## src/rtl/config_bank_pkg.sv

```systemverilog
// Shared types and default geometry for the configuration-bank writer family.
package config_bank_pkg;

  // Writer sequencing states.
  typedef enum logic [2:0] {
    IDLE,
    CLEAR,
    SHIFT,
    WRITE,
    DONE
  } state_t;

  // Default bank geometry, reused by bank wrappers and benches.
  localparam int DEF_BL_WIDTH     = 8;
  localparam int DEF_WL_NUM       = 16;
  localparam int DEF_CLEAR_CYCLES = 2;

endpackage

```

## src/rtl/config_bank_writer_if.sv

```systemverilog
// Bundle of the serial stream input, latch-side outputs and status flags.
// master = bitstream source / controller, slave = the bank writer.
interface config_bank_writer_if
  import config_bank_pkg::*;
#(
  parameter int BL_WIDTH = DEF_BL_WIDTH,
  parameter int WL_NUM   = DEF_WL_NUM
);
  logic                start;
  logic                din;
  logic                din_valid;
  logic                din_ready;
  logic [BL_WIDTH-1:0] bl;
  logic [WL_NUM-1:0]   wl;
  logic                cfg_reset;
  logic                busy;
  logic                done;
  logic                err;

  modport master (
    output start, din, din_valid,
    input  din_ready, bl, wl, cfg_reset, busy, done, err
  );

  modport slave (
    input  start, din, din_valid,
    output din_ready, bl, wl, cfg_reset, busy, done, err
  );
endinterface

```

## src/rtl/config_wl_decoder.sv

```systemverilog
// Registered address-to-one-hot word-line decoder. With en low every line
// is driven low on the next edge, so at most one line is ever high.
module config_wl_decoder #(
  parameter int ADDR_W = 4,
  parameter int WL_NUM = 16
) (
  input  logic              clk,
  input  logic              reset,
  input  logic              en,
  input  logic [ADDR_W-1:0] addr,
  output logic [WL_NUM-1:0] wl
);

  genvar gi;
  generate
    for (gi = 0; gi < WL_NUM; gi++) begin : g_wl
      logic line_reg;

      // One flop per word line; set only when enabled and addressed.
      always_ff @(posedge clk or negedge reset) begin
        if (!reset) begin
          line_reg <= 1'b0;
        end else begin
          line_reg <= en && (addr == ADDR_W'(gi));
        end
      end

      assign wl[gi] = line_reg;
    end
  endgenerate

endmodule

```

## src/rtl/config_bank_writer.sv

```systemverilog
// Serial-to-frame loader for a bank of configuration latches: optional
// clear pulse, then BL_WIDTH-bit frames written to word lines 0..WL_NUM-1.
module config_bank_writer
  import config_bank_pkg::*;
#(
  parameter int BL_WIDTH     = DEF_BL_WIDTH,
  parameter int WL_NUM       = DEF_WL_NUM,
  parameter int CLEAR_CYCLES = DEF_CLEAR_CYCLES
) (
  input logic                 clk,
  input logic                 reset,
  config_bank_writer_if.slave bus
);

  localparam int ADDR_W = $clog2(WL_NUM);
  localparam int BC_W   = $clog2(BL_WIDTH);
  localparam int CLR_W  = (CLEAR_CYCLES > 1) ? $clog2(CLEAR_CYCLES) : 1;

  localparam logic [ADDR_W-1:0] ADDR_LAST = ADDR_W'(WL_NUM - 1);
  localparam logic [BC_W-1:0]   BIT_LAST  = BC_W'(BL_WIDTH - 1);
  localparam logic [CLR_W-1:0]  CLR_LAST  = CLR_W'((CLEAR_CYCLES > 0) ? CLEAR_CYCLES - 1 : 0);
  // A zero-length clear skips straight to shifting.
  localparam state_t LOAD_ENTRY = (CLEAR_CYCLES == 0) ? SHIFT : CLEAR;

  state_t              state_reg, state_next;
  logic [ADDR_W-1:0]   addr_reg, addr_next;
  logic [BC_W-1:0]     bit_cnt_reg, bit_cnt_next;
  logic [CLR_W-1:0]    clr_cnt_reg, clr_cnt_next;
  logic [BL_WIDTH-1:0] bl_reg, bl_next;
  logic                err_reg, err_next;
  logic                cfg_reset_reg;
  logic                wl_en;

  // Next-state, counter and shift-register update logic.
  always_comb begin
    state_next   = state_reg;
    addr_next    = addr_reg;
    bit_cnt_next = bit_cnt_reg;
    clr_cnt_next = clr_cnt_reg;
    bl_next      = bl_reg;
    err_next     = err_reg;
    case (state_reg)
      IDLE, DONE: begin
        // Data offered after the bank is full is an overrun.
        if (state_reg == DONE && bus.din_valid) begin
          err_next = 1'b1;
        end
        if (bus.start) begin
          state_next   = LOAD_ENTRY;
          addr_next    = '0;
          bit_cnt_next = '0;
          clr_cnt_next = '0;
          err_next     = 1'b0;
        end
      end
      CLEAR: begin
        if (clr_cnt_reg == CLR_LAST) begin
          state_next = SHIFT;
        end else begin
          clr_cnt_next = clr_cnt_reg + CLR_W'(1);
        end
      end
      SHIFT: begin
        // din_ready is high throughout SHIFT, so din_valid is the handshake.
        if (bus.din_valid) begin
          bl_next      = {bl_reg[BL_WIDTH-2:0], bus.din};
          bit_cnt_next = bit_cnt_reg + BC_W'(1);
          if (bit_cnt_reg == BIT_LAST) begin
            state_next = WRITE;
          end
        end
      end
      WRITE: begin
        bit_cnt_next = '0;
        if (addr_reg == ADDR_LAST) begin
          state_next = DONE;
        end else begin
          addr_next  = addr_reg + ADDR_W'(1);
          state_next = SHIFT;
        end
      end
      default: state_next = IDLE;
    endcase
  end

  // State and datapath registers; outputs that must be registered follow state_next.
  always_ff @(posedge clk or negedge reset) begin
    if (!reset) begin
      state_reg     <= IDLE;
      addr_reg      <= '0;
      bit_cnt_reg   <= '0;
      clr_cnt_reg   <= '0;
      bl_reg        <= '0;
      err_reg       <= 1'b0;
      cfg_reset_reg <= 1'b0;
    end else begin
      state_reg     <= state_next;
      addr_reg      <= addr_next;
      bit_cnt_reg   <= bit_cnt_next;
      clr_cnt_reg   <= clr_cnt_next;
      bl_reg        <= bl_next;
      err_reg       <= err_next;
      cfg_reset_reg <= (state_next == CLEAR);
    end
  end

  // The decoder registers its output, so enabling it one cycle early makes
  // the wl pulse coincide exactly with the WRITE state. addr is stable then.
  assign wl_en = (state_next == WRITE);

  config_wl_decoder #(
    .ADDR_W (ADDR_W),
    .WL_NUM (WL_NUM)
  ) u_wl_decoder (
    .clk   (clk),
    .reset (reset),
    .en    (wl_en),
    .addr  (addr_reg),
    .wl    (bus.wl)
  );

  assign bus.bl        = bl_reg;
  assign bus.cfg_reset = cfg_reset_reg;
  assign bus.err       = err_reg;
  assign bus.din_ready = (state_reg == SHIFT);
  assign bus.busy      = (state_reg == CLEAR) || (state_reg == SHIFT) || (state_reg == WRITE);
  assign bus.done      = (state_reg == DONE);

endmodule

```

## src/flat_wrapper.sv

```systemverilog
// flat-port wrapper written by rule: the top's interface ports become plain ports
module config_bank_writer_flat import config_bank_pkg::*;
#(
  parameter int BL_WIDTH     = DEF_BL_WIDTH,
  parameter int WL_NUM       = DEF_WL_NUM,
  parameter int CLEAR_CYCLES = DEF_CLEAR_CYCLES
)
  (clk, reset, bus_start, bus_din, bus_din_valid, bus_din_ready, bus_bl, bus_wl, bus_cfg_reset, bus_busy, bus_done, bus_err);
  config_bank_writer_if #(.BL_WIDTH(BL_WIDTH), .WL_NUM(WL_NUM)) bus_i ();
  input logic clk;
  input logic reset;
  input wire logic [$bits(bus_i.start)-1:0] bus_start;
  input wire logic [$bits(bus_i.din)-1:0] bus_din;
  input wire logic [$bits(bus_i.din_valid)-1:0] bus_din_valid;
  output wire logic [$bits(bus_i.din_ready)-1:0] bus_din_ready;
  output wire logic [$bits(bus_i.bl)-1:0] bus_bl;
  output wire logic [$bits(bus_i.wl)-1:0] bus_wl;
  output wire logic [$bits(bus_i.cfg_reset)-1:0] bus_cfg_reset;
  output wire logic [$bits(bus_i.busy)-1:0] bus_busy;
  output wire logic [$bits(bus_i.done)-1:0] bus_done;
  output wire logic [$bits(bus_i.err)-1:0] bus_err;
  assign bus_i.start = bus_start;
  assign bus_i.din = bus_din;
  assign bus_i.din_valid = bus_din_valid;
  assign bus_din_ready = bus_i.din_ready;
  assign bus_bl = bus_i.bl;
  assign bus_wl = bus_i.wl;
  assign bus_cfg_reset = bus_i.cfg_reset;
  assign bus_busy = bus_i.busy;
  assign bus_done = bus_i.done;
  assign bus_err = bus_i.err;
  config_bank_writer #(.BL_WIDTH(BL_WIDTH), .WL_NUM(WL_NUM), .CLEAR_CYCLES(CLEAR_CYCLES)) u_core (.clk(clk), .reset(reset), .bus(bus_i));
endmodule
```

## config.mk

```make
export PLATFORM = sky130hd
export DESIGN_NAME = config_bank_writer_flat
export DESIGN_NICKNAME = d
export VERILOG_FILES = /design/src/rtl/config_bank_pkg.sv /design/src/rtl/config_bank_writer_if.sv /design/src/rtl/config_wl_decoder.sv /design/src/rtl/config_bank_writer.sv /design/src/flat_wrapper.sv
export SDC_FILE = /design/constraint.sdc
export NUM_CORES = 1
export LEC_CHECK = 0
export ABC_AREA = 1
export ABC_CLOCK_PERIOD_IN_PS = 2400
export BUFFER_PORTS_ARGS = -buffer_cell sky130_fd_sc_hd__buf_4
export CAP_MARGIN = 40
export CORE_MARGIN = 5
export CORE_UTILIZATION = 55
export DETAILED_ROUTE_END_ITERATION = 10
export MAX_ROUTING_LAYER = met4
export PLACE_DENSITY_LB_ADDON = 0.12
export SYNTH_ARGS = -nofsm -noshare
export SYNTH_HDL_FRONTEND = slang
export SYNTH_SLANG_ARGS = --single-unit
```

## constraint.sdc

```tcl
create_clock -name clk -period 2.4 [get_ports clk]
set_clock_uncertainty 0.2 [all_clocks]
set_input_delay 0.6 -clock clk [delete_from_list [all_inputs] [get_ports clk]]
set_output_delay 0.6 -clock clk [all_outputs]
set_load 0.1 [all_outputs]
```

# After elaboration in Yosys (flattened, before gate mapping)

Cells that the tools add are included.

Flip-flop bits (word level): 37
Output and inout port bits: 29

$add $sub $neg: 3
Reductions and logical operators: 31
Mux-type cells: 17
Equality and inequality tests: 25

Operators by type and width:

| kind                  | number |
|---|---|
| $eq A4 B4 Y1 const B  | 8 |
| $mux W3               | 7 |
| $logic_and A1 B1 Y1   | 17 |
| $eq A4 B3 Y1 const B  | 4 |
| $pmux W3 S4           | 1 |
| $eq A3 B2 Y1 const B  | 3 |
| $pmux W3 S3           | 1 |
| $eq A4 B2 Y1 const B  | 2 |
| $mux W4               | 2 |
| $pmux W4 S2           | 1 |
| $eq A3 B1 Y1 const B  | 2 |
| $eq A3 B3 Y1 const B  | 2 |
| $ne A2 B2 Y1 const B  | 3 |
| $reduce_and A2 Y1     | 3 |
| $reduce_and A3 Y1     | 2 |
| $reduce_bool A2 Y1    | 3 |
| $add A4 B1 Y4 const B | 1 |
| $eq A4 B1 Y1 const B  | 1 |
| $logic_not A4 Y1      | 1 |
| $mux W1               | 4 |
| $add A3 B1 Y3 const B | 1 |
| $logic_not A3 Y1      | 1 |
| $reduce_bool A3 Y1    | 1 |
| $logic_or A1 B1 Y1    | 2 |
| 3 further kinds       | 3 |

# Depth between registers and ports, before layout

Gate-level depths: netlist (run 1).

Depth after elaboration: 6
Depth in mapped cells: 7

# Cells and area by module

From an unflattened synthesis (run 1), not the netlist that was laid out.

Cell total of the unflattened synthesis: 177
Area total of the unflattened synthesis: 1,616.6 um^2

By module, submodules not included:

| module             | area an instance (um^2) | cells each | sequential area each (um^2) | times used |
|---|---|---|---|---|
| config_bank_writer | 968.4                   | 113        | 525.5                       | 1 |
| config_wl_decoder  | 648.1                   | 64         | 400.4                       | 1 |

# Worst setup path after synthesis (run 1)

Ideal clock, no wire load.

Path kind: register to output
Start: register u_core.state_reg[0]
End: output bus_done
Arrival: 1,855 ps
Stages on the path, launching flop included: 4
Slack: -255 ps
Cell sequence: dfrtp_1 > inv_1 > nand2_1 > nor2_1

Cells in the longest elaborated chain, start to end: 1

RTL lines:

| what                     | RTL line                  | source |
|---|---|---|
| start: declaration       | config_bank_writer.sv:25  | `state_t state_reg, state_next;` |
| start signal: assignment | config_bank_writer.sv:97  | `state_reg <= state_next;` |
| $eq A3 B3 Y1             | config_bank_writer.sv:127 | `assign bus.done = (state_reg == DONE);` |
| end: declaration         | flat_wrapper.sv:20        | `output wire logic [$bits(bus_i.done)-1:0] bus_done;` |

Every way passes these cells.

# Final worst setup path (run 1)

Start: register u_core.state_reg[2]
End: output bus_din_ready

Cells in the longest elaborated chain, start to end: 1

RTL lines:

| what             | RTL line                  | source |
|---|---|---|
| $eq A3 B2 Y1     | config_bank_writer.sv:125 | `assign bus.din_ready = (state_reg == SHIFT);` |
| end: declaration | flat_wrapper.sv:15        | `output wire logic [$bits(bus_i.din_ready)-1:0] bus_din_ready;` |

Every way passes these cells.

==> results.toml, run 1 <==
[timing]
fin_tns_setup_ps = 0
final_report_max_slew_violation_count = 0
final_min_period_over_clock_period_pct = 93.05
setup_viol = 0
setup_repair_after_global_routing_missed_its_margin = "no"
max_slew_margin_pct = 69.86
finalWorstPathRequiredPeriod_ps = 2233
achievable_clock_frequency_mhz = 447.8
finalHoldViolations = 13
holdWs_ps = -5.940
worst-slew-pin-transition_ps = 452.1

[global_routing]
grt_antenna_before_repair = 0
final_global_route_overflow_total = 0
groute.layer.met2.usage_pct = 26.04
grt_usage_pct = 15.26
global_route.usage.met1_pct = 14.80
global_route.usage.met3_pct = 5.812
globalRoute.busiestLayer = "met2"
grt_first_pass_wirelength_mm = 4.719
grt_pass1_vias = 1106
grt_max_degree = 38

[critical_path]
cpPeakStageDelay_ps = 460
worstReg2RegEnd = "u_core.u_wl_decoder.g_wl[9].line_reg"
startpoint_type = "register"
critPathKind = "reg2out"
cell_chain_critical_path = "inv_2, nand3_4, inv_1, buf_4"
setup_slack_of_the_most_critical_reg_to_reg_path_ps = 790
cp_data_arrival_time_ps = 1430
r2r_start = "u_core.state_reg[2]"
slowest_stage = "sky130_fd_sc_hd__dfrtp_1"
critical_path_required_ps = 1600
worstSetupEndpointType = "primary output"
worst-r2r-cell-count = 5
timing.critical_path.fanout_max = 5

[finish]
area_growth_pct = 11.79
share_of_layout_cells_above_drive_strength_1_pct = 25.00
diodes = 0
mostFrequentLayoutCell = "sky130_fd_sc_hd__nand2_1"
utilization_pct = 62.94
fillers = 257
largest_reg_flops = 16
layout.cells.most_common_list = "44 x sky130_fd_sc_hd__nand2_1, 37 x sky130_fd_sc_hd__dfrtp_1, 33 x sky130_fd_sc_hd__buf_4, 19 x sky130_fd_sc_hd__nor2_1, 16 x sky130_fd_sc_hd__inv_1"
fin_nets = 210
fin_cells = 233

[clock_tree]
skew_pair_late_insertion_delay_ps = 340
clock_sinks = 37
cts_root_buffer = "sky130_fd_sc_hd__clkbuf_4"
worst_setup_hold_path_clk_slew_ps = 110
post_cts_resized = 0
cts_inserted_buffers = 5
cts_hold_buffers = 0
cts_setup_buffers = 0
htree_num_levels = 2
ctsLongestPathBuffers = 2
tritoncts = "yes"

[synth]
yosys-top-cells-area = "sky130_fd_sc_hd__dfrtp_1 55%, sky130_fd_sc_hd__nand2_1 9.9%, sky130_fd_sc_hd__buf_4 7.2%"
ys.warnings.count = 0
synth_top_area_share_pct = 55.22
synth_nets = 189
synthDistinctLibCells = 22
yosys_register_bits = 37
syn-mean-instance-area_um2 = 9.419
post_synth_instance_area_um2 = 1677
yosys.area.top_type = "sky130_fd_sc_hd__dfrtp_1"
syn-instance-count = 178
synth_seq_area_share_pct = 55.22

[drt]
drc = 0
final_antenna_net_count = 0
first_pass_iters = 4
drt_iter0_drc = 33
wl_per_cell_um = 11.75
vias = 1123
vias_per_cell = 4.820
route.final.wire_length_mm = 2.738

[floorplanning]
fp.dieW_um = 65.21
floorplan.die_area_um2 = 4252
die_h_um = 65.21
row_count = 20
io-pin-count = 34
core_region_area_um2 = 2978
start_util_pct = 56.30

[placement]
gp_congestion = 0.8435
numPlacedInstances = 225
port-buffer-count = 33
hpwl_mm = 2.069

[power]
switching_share_pct = 52.96
vdd_ir_drop_max_uv = 844.2
share_clk_of_total_power_pct = 12.7
internal_power_mw = 1.122
p_total_mw = 2.385
power_switching_mw = 1.263
share_comb_of_total_power_pct = 51.3
power_density_nw_per_um2 = 1272
leak_pwr_nw = 1.025
sequentialPowerShare_pct = 36.0

[outcome]
run_status = "finished with violations"
failed_checks = "hold timing"

[hold_path]
worst_hold_path_class = "in2async"

[job]
max_cap_viol_count = 0
==> metrics by stage <==
step | setup slack [ps] | cell area, um^2 | hold WS, ps
after floorplan | 216.9 | 1682 | 104.4
final | 166.7 | 1874 | -5.940
after global routing | 71.91 | 1874 | 9.466
after global placement | 557.4 | 1823 | 257.0
after detailed placement | 536.2 | 1823 | 264.2
after CTS | 155.3 | 1874 | 4.505
==> power groups by stage <==
stage               Clock (mW)  Sequential (mW)  Combinational, mW
global placement             0            0.864               1.22
finish                   0.303            0.859               1.22
global route             0.351            0.881               1.31
floorplan                    0             1.31              0.562
CTS                      0.314            0.860               1.24
detailed placement           0            0.873               1.24
==> layer usage <==
metal	vias to the layer above	wire length [um]
li1	579	-
met4	0	74
met1	508	1048
met2	28	1419
met3	8	196
met5	-	0
==> worst max-delay path: cells and delay by family (launching register included) <==
kind | cells | cell delay, ps
buf+inv | 3 | 530
simple gates | 1 | 120
flops | 1 | 460
==> area by class of cell <==
class | instances | area, um^2 | share of cell area (%)
Inverter | 18 | 70.07 | 3.738
Clock buffer | 6 | 41.29 | 2.203
Tap cell | 33 | 41.29 | 2.203
Timing Repair Buffer | 33 | 247.7 | 13.22
Sequential cell | 37 | 925.9 | 49.40
Clock inverter | 2 | 10.01 | 0.5340
Multi-Input combinational cell | 104 | 538.0 | 28.70
==> Yosys cell counts <==
master and n:
sky130_fd_sc_hd__a21oi_1 1, sky130_fd_sc_hd__buf_2 1, sky130_fd_sc_hd__buf_4 16, sky130_fd_sc_hd__buf_6 2
sky130_fd_sc_hd__dfrtp_1 37, sky130_fd_sc_hd__ha_1 6, sky130_fd_sc_hd__inv_1 16, sky130_fd_sc_hd__inv_2 1
sky130_fd_sc_hd__inv_4 1, sky130_fd_sc_hd__nand2_1 44, sky130_fd_sc_hd__nand2_2 2, sky130_fd_sc_hd__nand3_1 15
sky130_fd_sc_hd__nand3_4 1, sky130_fd_sc_hd__nand3b_1 1, sky130_fd_sc_hd__nand4_1 2, sky130_fd_sc_hd__nor2_1 21
sky130_fd_sc_hd__nor2_4 1, sky130_fd_sc_hd__nor2_8 1, sky130_fd_sc_hd__o21ai_0 5, sky130_fd_sc_hd__o21ai_1 2
sky130_fd_sc_hd__o21ai_2 1, sky130_fd_sc_hd__xnor2_1 1
==> logic make-up (layout without fill, tap and decap cells) <==
logic type,after synthesis,in the layout,share of synthesized area (%)
AOI/OAI and AO/OA,9,9,2.910
xor gates and xnor gates,1,1,0.5225
adders and majority gates,6,6,4.477
buffers and inverters,37,59,12.99
DFF,37,37,55.22
and+or+nand+nor,88,88,23.88
==> worst max-delay path by stage <==
stage	from	end	slack, ps	depth (start not counted)
after floorplan	u_core.state_reg[0]	bus_done	220	3
after global placement	u_core.state_reg[2]	bus_din_ready	560	4
after detailed placement	u_core.state_reg[2]	bus_din_ready	540	4
after CTS	u_core.state_reg[2]	bus_din_ready	160	4
after global routing	u_core.state_reg[2]	bus_din_ready	70	4
final	u_core.state_reg[2]	bus_din_ready	170	4
No activity file was read; power rests on OpenSTA's default activity.
==> run 2, diff against run 1 <==
- ABC_CLOCK_PERIOD_IN_PS: 2400 -> 2550
- CORE_UTILIZATION: 55 -> 53
- PLACE_DENSITY: unset -> 0.77
- PLACE_DENSITY_LB_ADDON: 0.12 -> unset
- clock period: 2.4 -> 2.55 ns (I/O delays scaled with it)
==> run 2 against run 1 <==
Compared with the run above:
- the flow now finishes without violations
- setup slack better by 62 ps
- via count hardly changed
- power is 3.2% lower
- die area is 3.2% higher
- critical path depth stayed put
- hold slack better by 37 ps
- non-clock buffer count stayed put
- highest routed layer unchanged
==> results.toml, run 2 (synthesized netlist as in run 1, its figures left out) <==
[finish]
multi_input_comb_area_um2 = 538.0
utilization_pct = 62.46
fin_nets = 210
diodes = 0
fillers = 271
area_growth_pct = 13.73
largest_reg_flops = 16
postLayoutCellArea_um2 = 1907
layout.cells.most_common_list = "44 x sky130_fd_sc_hd__nand2_1, 37 x sky130_fd_sc_hd__dfrtp_1, 33 x sky130_fd_sc_hd__buf_4, 19 x sky130_fd_sc_hd__nor2_1, 16 x sky130_fd_sc_hd__inv_1"
mostFrequentLayoutCell = "sky130_fd_sc_hd__nand2_1"
final-seq-area_um2 = 925.9
share_of_layout_cells_above_drive_strength_1_pct = 25.50

[clock_tree]
ctsLongestPathBuffers = 2
htree_num_levels = 2
skew_pair_late_insertion_delay_ps = 330
clock_sinks = 37
cts_setup_buffers = 0
cts_inserted_buffers = 5
cts_root_buffer = "sky130_fd_sc_hd__clkbuf_4"
tritoncts = "yes"
cts_hold_buffers = 0
post_cts_resized = 0
worst_setup_hold_path_clk_slew_ps = 100

[drt]
vias = 1122
vias_per_cell = 4.598
route.final.wire_length_mm = 2.809
wl_per_cell_um = 11.51
drc = 0
drt_iter0_drc = 34
final_antenna_net_count = 0
first_pass_iters = 4

[floorplanning]
start_util_pct = 54.92
io-pin-count = 34
row_count = 20
fp.dieW_um = 66.25
floorplan.die_area_um2 = 4388
core_region_area_um2 = 3053
die_h_um = 66.25

[timing]
setup_viol = 0
final_min_period_over_clock_period_pct = 91.02
worst-slew-pin-transition_ps = 452.7
achievable_clock_frequency_mhz = 430.9
finalHoldViolations = 0
fin_ws_ps = 229.1
holdWs_ps = 31.55
final_report_max_slew_violation_count = 0
setup_repair_after_global_routing_missed_its_margin = "no"
finalWorstPathRequiredPeriod_ps = 2321
max_slew_margin_pct = 69.82
fin_tns_setup_ps = 0

[critical_path]
worst-path-buf-inv = 3
critPathKind = "reg2out"
startpoint_type = "register"
worst-r2r-cell-count = 5
critical_path_required_ps = 1710
cell_family_contributing_the_most_delay_on_the_critical_path = "buffers and inverters"
slowest_stage = "sky130_fd_sc_hd__dfrtp_1"
r2r_start = "u_core.state_reg[2]"
cp_data_arrival_time_ps = 1480
worstReg2RegEnd = "u_core.u_wl_decoder.g_wl[1].line_reg"
timing.critical_path.fanout_max = 5
cpPeakStageDelay_ps = 470
setup_slack_of_the_most_critical_reg_to_reg_path_ps = 960
worstSetupEndpointType = "primary output"
cell_chain_critical_path = "inv_2, nand3_4, inv_1, buf_4"

[job]
max_cap_viol_count = 0

[power]
leak_pwr_nw = 1.035
power_density_nw_per_um2 = 1210
vdd_ir_drop_max_uv = 836.6

[placement]
hpwl_mm = 2.111
postPlaceCellArea_um2 = 1837
gp_congestion = 0.8309
port-buffer-count = 33
preCtsSetupSlack_ps = 616.5

[global_routing]
grt_usage_pct = 15.71
grt_max_degree = 38
final_global_route_overflow_total = 0
grt_antenna_before_repair = 0
grt_pass1_vias = 1149
grt_first_pass_wirelength_mm = 5.016

[outcome]
run_status = "finished, final reports clean"

[hold_path]
worst_hold_path_class = "in2async"
==> run 2: cell count changes in the layout (fill, tap and decap cells not counted), sizes merged <==
cell	change
clkbuf	+1
clkinv	-1
==> run 2: where the power goes <==
group	switching (mW)	leakage, nW	internal [mW]
sequential	0.108	0.501	0.705
clock	0.177	0.0413	0.160
combinational	0.913	0.493	0.246
total	1.20	1.03	1.11
==> run 2: routing by layer <==
metal	wire [um]	global-route usage [%]	up-vias
li1	-	-	579
met1	1259	17.36	510
met2	1351	26.15	27
met3	148	5.272	6
met4	49	6.091	0
met5	0	-	-
==> run 2: through the flow <==
step,instances,power (mW)
floorplan,178,1.762
CTS,244,2.338
global route,244,2.465
global placement,236,1.956
detailed placement,236,1.993
finish,244,2.308
==> run 2: worst max-delay path by stage <==
stage | end | start | depth (start not counted) | slack [ps]
6_report | bus_din_ready | u_core.state_reg[2] | 4 | 230
3_3_place_gp | bus_din_ready | u_core.state_reg[2] | 4 | 660
3_5_place_dp | bus_din_ready | u_core.state_reg[2] | 4 | 620
5_1_grt | bus_din_ready | u_core.state_reg[2] | 4 | 140
4_1_cts | bus_din_ready | u_core.state_reg[2] | 4 | 220
2_1_floorplan | bus_done | u_core.state_reg[0] | 3 | 330
==> run 2: area by class of cell <==
type                       instances  share of cell area (%)
timing repair buffer              33                   12.99
clock inverter                     1                  0.2625
tap                               44                   2.887
sequential                        37                   48.56
multi-input combinational        104                   28.22
clock buffer                       7                   3.412
inverter                          18                   3.675
==> run 3, diff against run 2 <==
- CORE_UTILIZATION: 53 -> 29
- PLACE_DENSITY: 0.77 -> 0.48
==> run 3 against run 2 <==
Compared with the run above:
- cell count increased by 11%
- setup slack better by 110 ps
- die area grew 69%
- maximum frequency grew 4.9%
- sequential share of layout area is 2.1 points lower
- sequential power barely moved
- count of clock-buffer cells in the layout shrank 1
- clock power increased by 55%
- critical endpoint unchanged
==> results.toml, run 3 (synthesized netlist as in run 1, its figures left out) <==
[outcome]
run_status = "finished, final reports clean"

[global_routing]
grt_usage_pct = 9.655
final_global_route_overflow_total = 0
grt_pass1_vias = 1188
grt_antenna_before_repair = 0
grt_max_degree = 38
grt_first_pass_wirelength_mm = 5.533

[clock_tree]
clock_sinks = 37
ctsLongestPathBuffers = 2
worst_setup_hold_path_clk_slew_ps = 70
cts_inserted_buffers = 5
cts_setup_buffers = 0
post_cts_resized = 0
cts_hold_buffers = 0
htree_num_levels = 2
skew_pair_late_insertion_delay_ps = 280
tritoncts = "yes"
cts_root_buffer = "sky130_fd_sc_hd__clkbuf_8"

[floorplanning]
floorplan.die_area_um2 = 7402
start_util_pct = 30.08
row_count = 27
io-pin-count = 34
core_region_area_um2 = 5574
fp.dieW_um = 86.04
die_h_um = 86.04

[hold_path]
worst_hold_path_class = "in2async"

[placement]
port-buffer-count = 33
gp_congestion = 0.7576
hpwl_mm = 2.195

[critical_path]
critical_path_required_ps = 1710
timing.critical_path.fanout_max = 5
worstSetupEndpointType = "primary output"
slowest_stage = "sky130_fd_sc_hd__dfrtp_1"
cp_data_arrival_time_ps = 1370
startpoint_type = "register"
cpPeakStageDelay_ps = 450
cell_chain_critical_path = "inv_2, nand3_4, inv_1, buf_4"
critPathKind = "reg2out"

[finish]
share_of_layout_cells_above_drive_strength_1_pct = 25.50
mostFrequentLayoutCell = "sky130_fd_sc_hd__nand2_1"
area_growth_pct = 18.81
layout.cells.most_common_list = "44 x sky130_fd_sc_hd__nand2_1, 37 x sky130_fd_sc_hd__dfrtp_1, 33 x sky130_fd_sc_hd__buf_4, 19 x sky130_fd_sc_hd__nor2_1, 16 x sky130_fd_sc_hd__inv_1"
fin_nets = 210
diodes = 0
largest_reg_flops = 16
fillers = 579

[power]
p_total_mw = 2.491
power_density_nw_per_um2 = 1251
vdd_ir_drop_max_uv = 738.4
leak_pwr_nw = 1.051

[timing]
finalWorstPathRequiredPeriod_ps = 2212
fin_tns_setup_ps = 0
setup_repair_after_global_routing_missed_its_margin = "no"
final_min_period_over_clock_period_pct = 86.73
achievable_clock_frequency_mhz = 452.1
setup_viol = 0
final_report_max_slew_violation_count = 0
worst-slew-pin-transition_ps = 463.9
max_slew_margin_pct = 69.07
finalHoldViolations = 0

[drt]
route.final.wire_length_mm = 3.030
wl_per_cell_um = 11.14
drc = 0
final_antenna_net_count = 0
first_pass_iters = 4
drt_iter0_drc = 66
vias_per_cell = 4.110
vias = 1118

[job]
max_cap_viol_count = 0
==> run 3: critical path: cells and delay by family (launching register included) <==
family                 cells  cell delay, ps
buffers and inverters      3             530
flip-flops                 1             450
AND/OR/NAND/NOR            1             120
==> run 3: metrics by stage <==
step                setup slack [ps]  hold slack [ps]  cell area, um^2  utilization, %  std cells
floorplan                      329.4            141.9             1682               -        178
global placement               662.4            262.3             1872           33.58        264
detailed placement             647.5            279.1             1872           33.58        264
CTS                            322.9            116.8             1992           35.74        272
global route                   243.0            146.2             1992           35.74        272
finish                         338.3            107.7             1992           35.74        272
==> run 3: path summary, 6_finish.rpt <==
| check | slack, ps | startpoint | endpoint | cells after the start |
|---|---|---|---|---|
| max in group asynchronous | 1710 | reset | u_core.bus.bl[1] | 1 |
| min | 110 | reset | u_core.u_wl_decoder.g_wl[6].line_reg | 1 |
| min reg2reg | 280 | u_core.bus.bl[7] | u_core.bus.bl[7] | 2 |
| min in group clk | 280 | u_core.bus.bl[7] | u_core.bus.bl[7] | 2 |
| max reg2reg | 960 | u_core.state_reg[2] | u_core.u_wl_decoder.g_wl[8].line_reg | 5 |
| max | 340 | u_core.state_reg[2] | bus_din_ready | 4 |
==> run 3: power by group <==
group | switching [mW] | leakage [nW] | internal (mW)
clock network | 0.202 | 0.0574 | 0.318
registers | 0.106 | 0.501 | 0.706
logic | 0.915 | 0.493 | 0.244
==> run 3: metal layers <==
metal	track usage [%]	vias to the layer above	share of wire [%]
met2	14.37	26	45
met5	-	-	0
met3	2.978	2	7.3
met1	12.54	517	47
met4	3.022	0	0.53
li1	-	573	-
==> run 3: area by class of cell <==
cell class              instances  area [um^2]  share of cell area, %
multi-input cells             104        538.0                  27.01
inverters                      18        70.07                  3.518
well taps                      72        90.09                  4.523
clock inverters                 2        37.54                  1.884
flip-flops and latches         37        925.9                  46.48
clock buffers                   6        82.58                  4.146
repair buffers                 33        247.7                  12.44
